## src/rtl/axi_pkg.sv

```systemverilog
// Shared types and constants for the cache-side AXI4-Lite master.
package axi_pkg;

  typedef enum logic [1:0] {
    OKAY   = 2'b00,
    EXOKAY = 2'b01,
    SLVERR = 2'b10,
    DECERR = 2'b11
  } axi_resp_t;

  typedef enum logic [2:0] {
    IDLE,
    WR_REQ,
    WR_RESP,
    RD_ADDR,
    RD_DATA,
    COMPLETE
  } axi_ctrl_state_t;

  // Encoding of the cache write-size request field
  localparam logic [1:0] WR_NONE = 2'd0;
  localparam logic [1:0] WR_BYTE = 2'd1;
  localparam logic [1:0] WR_HALF = 2'd2;
  localparam logic [1:0] WR_WORD = 2'd3;

endpackage

```

## src/rtl/axi_controller_if.sv

```systemverilog
// Cache <-> AXI controller request/completion handshake.
interface axi_controller_if;
  logic        read;
  logic [1:0]  write;
  logic [31:0] addr;
  logic [31:0] store;
  logic        done;
  logic        ready;
  logic [31:0] load;

  modport axi_controller (
    input  read, write, addr, store, done,
    output ready, load
  );

  modport cache (
    output read, write, addr, store, done,
    input  ready, load
  );
endinterface

```

## src/rtl/axi_store_align.sv

```systemverilog
// Places store data on the byte lanes selected by the write size and the
// low address bits, and flags writes that do not fit their natural alignment.
module axi_store_align
  import axi_pkg::*;
(
  input  logic [1:0]  write,
  input  logic [1:0]  addr_lo,
  input  logic [31:0] store,
  output logic [31:0] wdata,
  output logic [3:0]  wstrb,
  output logic        misaligned
);

  // Lane replication and strobe generation per write size
  always_comb begin
    wdata      = store;
    wstrb      = 4'b0000;
    misaligned = 1'b0;
    case (write)
      WR_BYTE: begin
        wdata = {4{store[7:0]}};
        wstrb = 4'b0001 << addr_lo;
      end
      WR_HALF: begin
        wdata      = {2{store[15:0]}};
        wstrb      = 4'b0011 << addr_lo;
        misaligned = addr_lo[0];
      end
      WR_WORD: begin
        wdata      = store;
        wstrb      = 4'b1111;
        misaligned = |addr_lo;
      end
      default: ;
    endcase
  end

endmodule

```

## src/rtl/axi_controller.sv

```systemverilog
// AXI4-Lite master serving single-word cache requests, one at a time.
//
// state    | meaning
// ---------+-----------------------------------------------------------
// IDLE     | waiting for a cache request (write wins over read)
// WR_REQ   | AWVALID/WVALID raised, each dropped after its own handshake
// WR_RESP  | BREADY raised, waiting for the write response
// RD_ADDR  | ARVALID raised, waiting for ARREADY
// RD_DATA  | RREADY raised, waiting for read data
// COMPLETE | ready to cache with load/bus_err held until done or withdraw
module axi_controller
  import axi_pkg::*;
#(
  parameter logic [2:0] AWPROT_VAL = 3'b000,
  parameter logic [2:0] ARPROT_VAL = 3'b000
) (
  input  logic                        clk,
  input  logic                        rst,
  axi_controller_if.axi_controller    amif,
  output logic                        bus_err,
  output logic [31:0]                 m_awaddr,
  output logic [2:0]                  m_awprot,
  output logic                        m_awvalid,
  input  logic                        m_awready,
  output logic [31:0]                 m_wdata,
  output logic [3:0]                  m_wstrb,
  output logic                        m_wvalid,
  input  logic                        m_wready,
  input  logic [1:0]                  m_bresp,
  input  logic                        m_bvalid,
  output logic                        m_bready,
  output logic [31:0]                 m_araddr,
  output logic [2:0]                  m_arprot,
  output logic                        m_arvalid,
  input  logic                        m_arready,
  input  logic [31:0]                 m_rdata,
  input  logic [1:0]                  m_rresp,
  input  logic                        m_rvalid,
  output logic                        m_rready
);

  axi_ctrl_state_t state_q, state_d;
  logic [31:0] awaddr_q, awaddr_d;
  logic [31:0] wdata_q, wdata_d;
  logic [3:0]  wstrb_q, wstrb_d;
  logic [31:0] araddr_q, araddr_d;
  logic        awvalid_q, awvalid_d;
  logic        wvalid_q, wvalid_d;
  logic        bready_q, bready_d;
  logic        arvalid_q, arvalid_d;
  logic        rready_q, rready_d;
  logic        ready_q, ready_d;
  logic [31:0] load_q, load_d;
  logic        bus_err_q, bus_err_d;

  logic [31:0] al_wdata;
  logic [3:0]  al_wstrb;
  logic        al_misaligned;
  logic        aw_done;
  logic        w_done;

  axi_store_align u_store_align (
    .write      (amif.write),
    .addr_lo    (amif.addr[1:0]),
    .store      (amif.store),
    .wdata      (al_wdata),
    .wstrb      (al_wstrb),
    .misaligned (al_misaligned)
  );

  // A write channel is finished once its valid is low or handshaking now
  assign aw_done = !awvalid_q || m_awready;
  assign w_done  = !wvalid_q  || m_wready;

  // Next-state and registered-output computation
  always_comb begin
    state_d   = state_q;
    awaddr_d  = awaddr_q;
    wdata_d   = wdata_q;
    wstrb_d   = wstrb_q;
    araddr_d  = araddr_q;
    awvalid_d = awvalid_q;
    wvalid_d  = wvalid_q;
    bready_d  = bready_q;
    arvalid_d = arvalid_q;
    rready_d  = rready_q;
    ready_d   = ready_q;
    load_d    = load_q;
    bus_err_d = bus_err_q;

    case (state_q)
      IDLE: begin
        if (amif.write != WR_NONE) begin
          if (al_misaligned) begin
            ready_d   = 1'b1;
            bus_err_d = 1'b1;
            state_d   = COMPLETE;
          end else begin
            awaddr_d  = {amif.addr[31:2], 2'b00};
            wdata_d   = al_wdata;
            wstrb_d   = al_wstrb;
            awvalid_d = 1'b1;
            wvalid_d  = 1'b1;
            state_d   = WR_REQ;
          end
        end else if (amif.read) begin
          araddr_d  = {amif.addr[31:2], 2'b00};
          arvalid_d = 1'b1;
          state_d   = RD_ADDR;
        end
      end
      WR_REQ: begin
        if (awvalid_q && m_awready) awvalid_d = 1'b0;
        if (wvalid_q && m_wready)   wvalid_d  = 1'b0;
        if (aw_done && w_done) begin
          bready_d = 1'b1;
          state_d  = WR_RESP;
        end
      end
      WR_RESP: begin
        if (m_bvalid) begin
          bready_d  = 1'b0;
          bus_err_d = (axi_resp_t'(m_bresp) != OKAY);
          ready_d   = 1'b1;
          state_d   = COMPLETE;
        end
      end
      RD_ADDR: begin
        if (m_arready) begin
          arvalid_d = 1'b0;
          rready_d  = 1'b1;
          state_d   = RD_DATA;
        end
      end
      RD_DATA: begin
        if (m_rvalid) begin
          rready_d  = 1'b0;
          load_d    = m_rdata;
          bus_err_d = (axi_resp_t'(m_rresp) != OKAY);
          ready_d   = 1'b1;
          state_d   = COMPLETE;
        end
      end
      COMPLETE: begin
        if (amif.done || (!amif.read && amif.write == WR_NONE)) begin
          ready_d   = 1'b0;
          bus_err_d = 1'b0;
          state_d   = IDLE;
        end
      end
      default: state_d = IDLE;
    endcase
  end

  // State and output registers with synchronous reset
  always_ff @(posedge clk) begin
    if (rst) begin
      state_q   <= IDLE;
      awaddr_q  <= '0;
      wdata_q   <= '0;
      wstrb_q   <= '0;
      araddr_q  <= '0;
      awvalid_q <= 1'b0;
      wvalid_q  <= 1'b0;
      bready_q  <= 1'b0;
      arvalid_q <= 1'b0;
      rready_q  <= 1'b0;
      ready_q   <= 1'b0;
      load_q    <= '0;
      bus_err_q <= 1'b0;
    end else begin
      state_q   <= state_d;
      awaddr_q  <= awaddr_d;
      wdata_q   <= wdata_d;
      wstrb_q   <= wstrb_d;
      araddr_q  <= araddr_d;
      awvalid_q <= awvalid_d;
      wvalid_q  <= wvalid_d;
      bready_q  <= bready_d;
      arvalid_q <= arvalid_d;
      rready_q  <= rready_d;
      ready_q   <= ready_d;
      load_q    <= load_d;
      bus_err_q <= bus_err_d;
    end
  end

  assign amif.ready = ready_q;
  assign amif.load  = load_q;
  assign bus_err    = bus_err_q;
  assign m_awaddr   = awaddr_q;
  assign m_awprot   = AWPROT_VAL;
  assign m_awvalid  = awvalid_q;
  assign m_wdata    = wdata_q;
  assign m_wstrb    = wstrb_q;
  assign m_wvalid   = wvalid_q;
  assign m_bready   = bready_q;
  assign m_araddr   = araddr_q;
  assign m_arprot   = ARPROT_VAL;
  assign m_arvalid  = arvalid_q;
  assign m_rready   = rready_q;

endmodule

```

## src/flat_wrapper.sv

```systemverilog
// flat-port wrapper written by rule: the top's interface ports become plain ports
module axi_controller_flat import axi_pkg::*;
#(
  parameter logic [2:0] AWPROT_VAL = 3'b000,
  parameter logic [2:0] ARPROT_VAL = 3'b000
)
  (clk, rst, bus_err, m_awaddr, m_awprot, m_awvalid, m_awready, m_wdata, m_wstrb, m_wvalid, m_wready, m_bresp, m_bvalid, m_bready, m_araddr, m_arprot, m_arvalid, m_arready, m_rdata, m_rresp, m_rvalid, m_rready, amif_read, amif_write, amif_addr, amif_store, amif_done, amif_ready, amif_load);
  axi_controller_if amif_i ();
  input  logic clk;
  input  logic rst;
  output logic bus_err;
  output logic [31:0] m_awaddr;
  output logic [2:0] m_awprot;
  output logic m_awvalid;
  input  logic m_awready;
  output logic [31:0] m_wdata;
  output logic [3:0] m_wstrb;
  output logic m_wvalid;
  input  logic m_wready;
  input  logic [1:0] m_bresp;
  input  logic m_bvalid;
  output logic m_bready;
  output logic [31:0] m_araddr;
  output logic [2:0] m_arprot;
  output logic m_arvalid;
  input  logic m_arready;
  input  logic [31:0] m_rdata;
  input  logic [1:0] m_rresp;
  input  logic m_rvalid;
  output logic m_rready;
  input wire logic [$bits(amif_i.read)-1:0] amif_read;
  input wire logic [$bits(amif_i.write)-1:0] amif_write;
  input wire logic [$bits(amif_i.addr)-1:0] amif_addr;
  input wire logic [$bits(amif_i.store)-1:0] amif_store;
  input wire logic [$bits(amif_i.done)-1:0] amif_done;
  output wire logic [$bits(amif_i.ready)-1:0] amif_ready;
  output wire logic [$bits(amif_i.load)-1:0] amif_load;
  assign amif_i.read = amif_read;
  assign amif_i.write = amif_write;
  assign amif_i.addr = amif_addr;
  assign amif_i.store = amif_store;
  assign amif_i.done = amif_done;
  assign amif_ready = amif_i.ready;
  assign amif_load = amif_i.load;
  axi_controller #(.AWPROT_VAL(AWPROT_VAL), .ARPROT_VAL(ARPROT_VAL)) u_core (.clk(clk), .rst(rst), .amif(amif_i), .bus_err(bus_err), .m_awaddr(m_awaddr), .m_awprot(m_awprot), .m_awvalid(m_awvalid), .m_awready(m_awready), .m_wdata(m_wdata), .m_wstrb(m_wstrb), .m_wvalid(m_wvalid), .m_wready(m_wready), .m_bresp(m_bresp), .m_bvalid(m_bvalid), .m_bready(m_bready), .m_araddr(m_araddr), .m_arprot(m_arprot), .m_arvalid(m_arvalid), .m_arready(m_arready), .m_rdata(m_rdata), .m_rresp(m_rresp), .m_rvalid(m_rvalid), .m_rready(m_rready));
endmodule
```

## config.mk

```make
export PLATFORM = sky130hd
export DESIGN_NAME = axi_controller_flat
export DESIGN_NICKNAME = d
export VERILOG_FILES = /design/src/rtl/axi_pkg.sv /design/src/rtl/axi_controller_if.sv /design/src/rtl/axi_store_align.sv /design/src/rtl/axi_controller.sv /design/src/flat_wrapper.sv
export SDC_FILE = /design/constraint.sdc
export NUM_CORES = 1
export LEC_CHECK = 0
export ABC_AREA = 1
export CAP_MARGIN = 30
export CORE_MARGIN = 4
export CORE_UTILIZATION = 38
export DETAILED_ROUTE_END_ITERATION = 7
export GPL_ROUTABILITY_DRIVEN = 0
export GPL_TIMING_DRIVEN = 0
export PLACE_DENSITY = 0.74
export SETUP_SLACK_MARGIN = 0.4
export SLEW_MARGIN = 10
export SYNTH_ARGS = -nofsm -noshare
export SYNTH_HDL_FRONTEND = slang
export SYNTH_SLANG_ARGS = --single-unit
```

## constraint.sdc

```tcl
create_clock -name clk -period 1.6 [get_ports clk]
set_input_delay 0.4 -clock clk [delete_from_list [all_inputs] [get_ports clk]]
set_output_delay 0.4 -clock clk [all_outputs]
set_load 0.01 [all_outputs]
```

# [Yosys cells after proc, flatten, opt, wreduce, memory -nomap -nowiden]
# Index checks and enable logic that the tools add are counted.
# W data, S select, Z words.
[totals] regBits=138 in_bits=111 output_inout_bits=145 elab_cells=106
[op_classes] eq_ne=21 n_shift=2 mux=37 bitwise_logic=2 reduce_logical=31
[ops] op="$pmux W32 S2" count=1
[ops] op="$mux W3" count=8
[ops] op="$mux W1" count=18
[ops] op="$pmux W3 S6" count=1
[ops] op="$reduce_bool A2 Y1" count=7
[ops] op="$ne A2 B1 Y1 const B" count=6
[ops] op="$ne A2 B2 Y1 const B" count=6
[ops] op="$pmux W1 S2" count=6
[ops] op="$pmux W4 S3" count=1
[ops] op="$reduce_and A3 Y1" count=4
[ops] op="$reduce_and A4 Y1" count=3
[ops] op="$reduce_and A6 Y1" count=2
[ops] op="$pmux W1 S4" count=2
[ops] op="$eq A3 B2 Y1 const B" count=2
[ops] op="$eq A3 B3 Y1 const B" count=2
[ops] op="$eq A2 B2 Y1 const B" count=2
[ops] op="$logic_and A1 B1 Y1" count=4
[ops] op="$reduce_bool A4 Y1" count=1
[ops] op="$shl A1 B2 Y4 const A" count=1
[ops] op="$shl A2 B2 Y4 const A" count=1
[ops] op="$eq A3 B1 Y1 const B" count=1
[ops] op="$logic_not A1 Y1" count=3
[ops] op="$logic_not A3 Y1" count=1
[ops] op="$logic_or A1 B1 Y1" count=3
[ops] op="other kinds (6)" count=7

# [Longest topological paths before layout]
[depth] word_depth=5 depth_mapped=13 mapped_depth_nobuf=11

# [By module]
# From an unflattened synthesis, not the netlist that was laid out.
[hier_totals] hier_cells=802 area_unflattened_um2=5790.6
[by_module_without_submodules] module="axi_controller" n_inst=1 cells_each=694 area_per_inst_um2=5193.7 seq_area_each_um2=2762.6
[by_module_without_submodules] module="axi_store_align" n_inst=1 cells_each=108 area_per_inst_um2=596.8 seq_area_each_um2=0.0

# [Worst setup path after synthesis]
# Ideal clock, no wire load.
[synth_path] path_kind="input-to-reg" start="input port amif_write[0]" end="register u_core.awaddr_q[16], in the netlist u_core.m_awaddr[16]" t_arrival_ns=1.576 setup_slack_ns=-0.092 stages=13 cell_sequence="inv_1 ha_1 buf_6 nand2_1 nand2_1 nand2_1 nand2_4 nor2_8 inv_2 buf_6 buf_6 nor2_1 nor2_1"
[synth_between] elab_chain_cells=4 elab_cells_between_ends=6
[synth_rtl] item="from (decl)" line_no="flat_wrapper.sv:32" rtl="input wire logic [$bits(amif_i.write)-1:0] amif_write;"
[synth_rtl] item="$eq A2 B2 Y1" line_no="axi_store_align.sv:19" rtl="case (write)"
[synth_rtl] item="$pmux W1 S2" line_no="axi_store_align.sv:19"
[synth_rtl] item="$not A1 Y1 (no source line)"
[synth_rtl] item="$reduce_and A3 Y1 (no source line) *"
[synth_rtl] item="to (signal assigned)" line_no="axi_controller.sv:173" rtl="awaddr_q <= awaddr_d;"
[synth_rtl] item="to (decl)" line_no="axi_controller.sv:43" rtl="logic [31:0] awaddr_q, awaddr_d;"
# Mark *: on every way between the ends. The rest lies on a longest branch, timed or not.
# A chain may end at the register's enable or synchronous reset.

# [Worst setup path after layout]
[layout_path] start="register u_core.araddr_q[10], in the netlist u_core.m_araddr[10]" end="output port m_araddr[10]"
[layout_lines] item="from (decl)" line_no="axi_controller.sv:46" rtl="logic [31:0] araddr_q, araddr_d;"
[layout_lines] item="from (signal assigned)" line_no="axi_controller.sv:176" rtl="araddr_q <= araddr_d;"
[layout_lines] item="to (decl)" line_no="flat_wrapper.sv:23" rtl="output logic [31:0] m_araddr;"
# No word-level cell between the ends.

==> qor.csv <==
stage,metric,value,unit
status,outcome,finished clean,
worst_setup_path,r2r_setup_slack,0.09,ns
routing,firstDrtPassIters,5,
worst_setup_path,cp-start-kind,flop,
flow_run,cap_violations,0,
floorplan,die_w,132,um
worst_setup_path,worstPathCellList,dlygate4sd2_1,
cells_and_area,area_growth,79.2,%
floorplan,fp-row-count,45,
logic_synthesis,synthMuxAreaShare,0,
routing,post_drt_wl_per_cell,16.8,um
floorplan,die-area,17500,um2
logic_synthesis,synth_seq_cells,138,
sta,fmax,654,MHz
sta,slew_viol_final,0,
sta,max_slew_margin,0.486,
routing,totalWireLength,22.1,mm
worst_setup_path,worst_ep_arrival_time,1.13,ns
grt,grt_max_degree,17,
cells_and_area,n_antenna_cell,0,
logic_synthesis,synth_compound_area_frac,0.167,
grt,grt_overflow,0,
sta,finalSetupViolCount,0,
worst_setup_path,cpLargestDelayFamily,flip-flops,
sta,setup_tns,0,ns
routing,drt_iter0_drc,270,
sta,setup_slack,0.0717,ns
grt,met2_usage,0.380,
sta,rsz0062_at_grt,true,
floorplan,initial_core_util,0.388,
routing,drt-vias-per-instance,4.97,
sta,finalHoldViolCount,0,
grt,met3_usage,0.0870,
floorplan,num_io_pins,256,
clock_tree,cts.clk_slew.worst_paths,0.06,ns
sta,finClkSkew,0.00584,ns
clock_tree,cts_tree,yes,
worst_setup_path,slowest_delay,0.39,ns
logic_synthesis,syn_area_per_cell,7.39,um2
cells_and_area,drive_above_1_share,0.313,
pwr,powerDensity,1410,nW/um2
logic_synthesis,synth_simple_gate_area_share,0.255,
sta,worst_slew_pin_slew,0.770,ns
clock_tree,cts_max_level,4,
sta,min_period_over_period,0.955,
cells_and_area,final_cell_mix,"110 x dfxtp_1, 109 x dlygate4sd2_1, 103 x clkdlybuf4s50_1",
pwr,ir_drop,0.851,mV
grt,grt_pass1_vias,6099,
place,place_hpwl,14.8,mm
cells_and_area,nets,1226,
worst_setup_path,cp_max_fo,2,
sta,finalCriticalPeriod,1.53,ns
place,pre_cts_ws,-0.946,ns
logic_synthesis,synth_area,5870,um2
pwr,p_leak,0.00465,uW
worst_setup_path,path_buf_inv,1,
routing,drc,0,
grt,grt_pass1_wl,32.0,mm
floorplan,die_h,132,um
worst_setup_path,end_kind,output pin,
grt,antenna_found_initial,0,
logic_synthesis,synthCells,794,
grt,busiest_layer,met2,
logic_synthesis,synth_cell_types,25,
clock_tree,cts_made_buffers,17,
grt,grt_use_met1,0.278,
logic_synthesis,synth_fa_ha_area_frac,0.0107,
logic_synthesis,yosysWarnings,0,
routing,antenna_violating_nets_post_route,0,
cells_and_area,final_common_cell,dfxtp_1,
clock_tree,clock_latency,0.41,ns
clock_tree,cts.path.max_buffers,2,
worst_setup_path,critPathSlowestCell,dfxtp_1,
logic_synthesis,seq_area_frac_synth,0.471,
routing,route.vias.total,6512,
grt,grt_use_total,0.228,
clock_tree,clock_sinks,138,
place,io_buffers,242,
worst_setup_path,cp.required,1.20,ns
worst_setup_path,worstSetupPathType,reg -> out,
floorplan,core-area,15100,um2
logic_synthesis,synth-xor-area-share,0,
min_path,hold_path_class,reg -> reg,
clock_tree,cts_root_buf,clkbuf_16,
logic_synthesis,synth_top_family_by_area,simple AND/OR/NAND/NOR gates,
power by group:
group | internal, uW | switching [uW] | total, uW
combinational | 3030 | 3190 | 6220
sequential | 4240 | 425 | 4670
clock | 2480 | 1500 | 3980
stage by stage:
step | power, uW | utilization | std cells | hold WS [ns] | area [um2]
floorplan | 7140 | - | 803 | 0.483 | 5980
CTS | 13800 | 0.630 | 1280 | 0.456 | 9540
detailed placement | 9560 | 0.570 | 1233 | 0.451 | 8640
global placement | 9520 | 0.570 | 1233 | 0.446 | 8640
finish | 14900 | 0.694 | 1310 | 0.456 | 10500
global route | 15600 | 0.694 | 1310 | 0.473 | 10500
routing by layer:
layer | wire length, um | up-vias
met4 | 351 | 0
met2 | 10700 | 258
met5 | 0 | -
met1 | 9200 | 3011
met3 | 1800 | 30
li1 | - | 3213
repair_timing:
action	in CTS	in global routing
pin swaps	13	24
gates cloned	3	5
endpoints found under the hold margin	0	0
buffers inserted	13	25
hold buffers	0	0
gates resized for setup	248	310
setup endpoints to repair	273	273
sequential cells by signal, summed over array words and instances (netlist names):
name / count
u_core.m_wstrb: 4
u_core.amif.load: 32
u_core.bus_err: 1
u_core.m_awaddr: 30
u_core.m_wvalid: 1
u_core.m_bready: 1
u_core.m_arvalid: 1
u_core.m_awvalid: 1
u_core.m_wdata: 32
u_core.m_rready: 1
u_core.m_araddr: 30
u_core.state_q: 3
u_core.amif.ready: 1
final timing paths:
check | startpoint | to | depth (start not counted)
max | u_core.m_araddr[10]$_SDFFE_PP0P_ | m_araddr[10] | 1
min | u_core.amif.load[23]$_SDFFE_PP0P_ | u_core.amif.load[23]$_SDFFE_PP0P_ | 2
max reg2reg | u_core.state_q[1]$_SDFFE_PP0P_ | u_core.m_araddr[16]$_SDFFE_PP0P_ | 9
min reg2reg | u_core.amif.load[23]$_SDFFE_PP0P_ | u_core.amif.load[23]$_SDFFE_PP0P_ | 2
tightest hold or removal path, cell delays in order (launching register included):
cell     delay [ns]
dfxtp_1        0.30
nand2_1        0.06
a21oi_1        0.05
cells in the mapped netlist, drive strengths merged:
cell | n | share of area
nand2 | 160 | 0.11
buf | 44 | 0.051
dfxtp | 138 | 0.47
nor2 | 117 | 0.081
o21ai | 81 | 0.069
a31oi | 1 | 0.0011
nand3b | 4 | 0.0051
conb | 1 | 0.00064
inv | 45 | 0.029
ha | 5 | 0.011
nand3 | 71 | 0.061
a21oi | 93 | 0.086
clkbuf | 25 | 0.016
o211ai | 9 | 0.012
cells by family (layout without fill, tap and decap cells):
kind of cell	count (synthesis)	in the layout
buffers and inverters	114	433
adder cells (fa/ha/maj)	5	5
AND/OR/NAND/NOR	352	352
other	1	10
flip-flops	138	138
AO/OA/AOI/OAI	184	184
cell type report:
cell class | count | area [um2]
inverters | 45 | 204
clock buffers | 19 | 443
multi-input cells | 551 | 3250
clock inverters | 12 | 149
plain buffers | 69 | 583
fillers | 1243 | 4630
flip-flops and latches | 138 | 2800
repair buffers | 288 | 2850
well taps | 188 | 235
No activity file was read; power rests on OpenSTA's default activity.
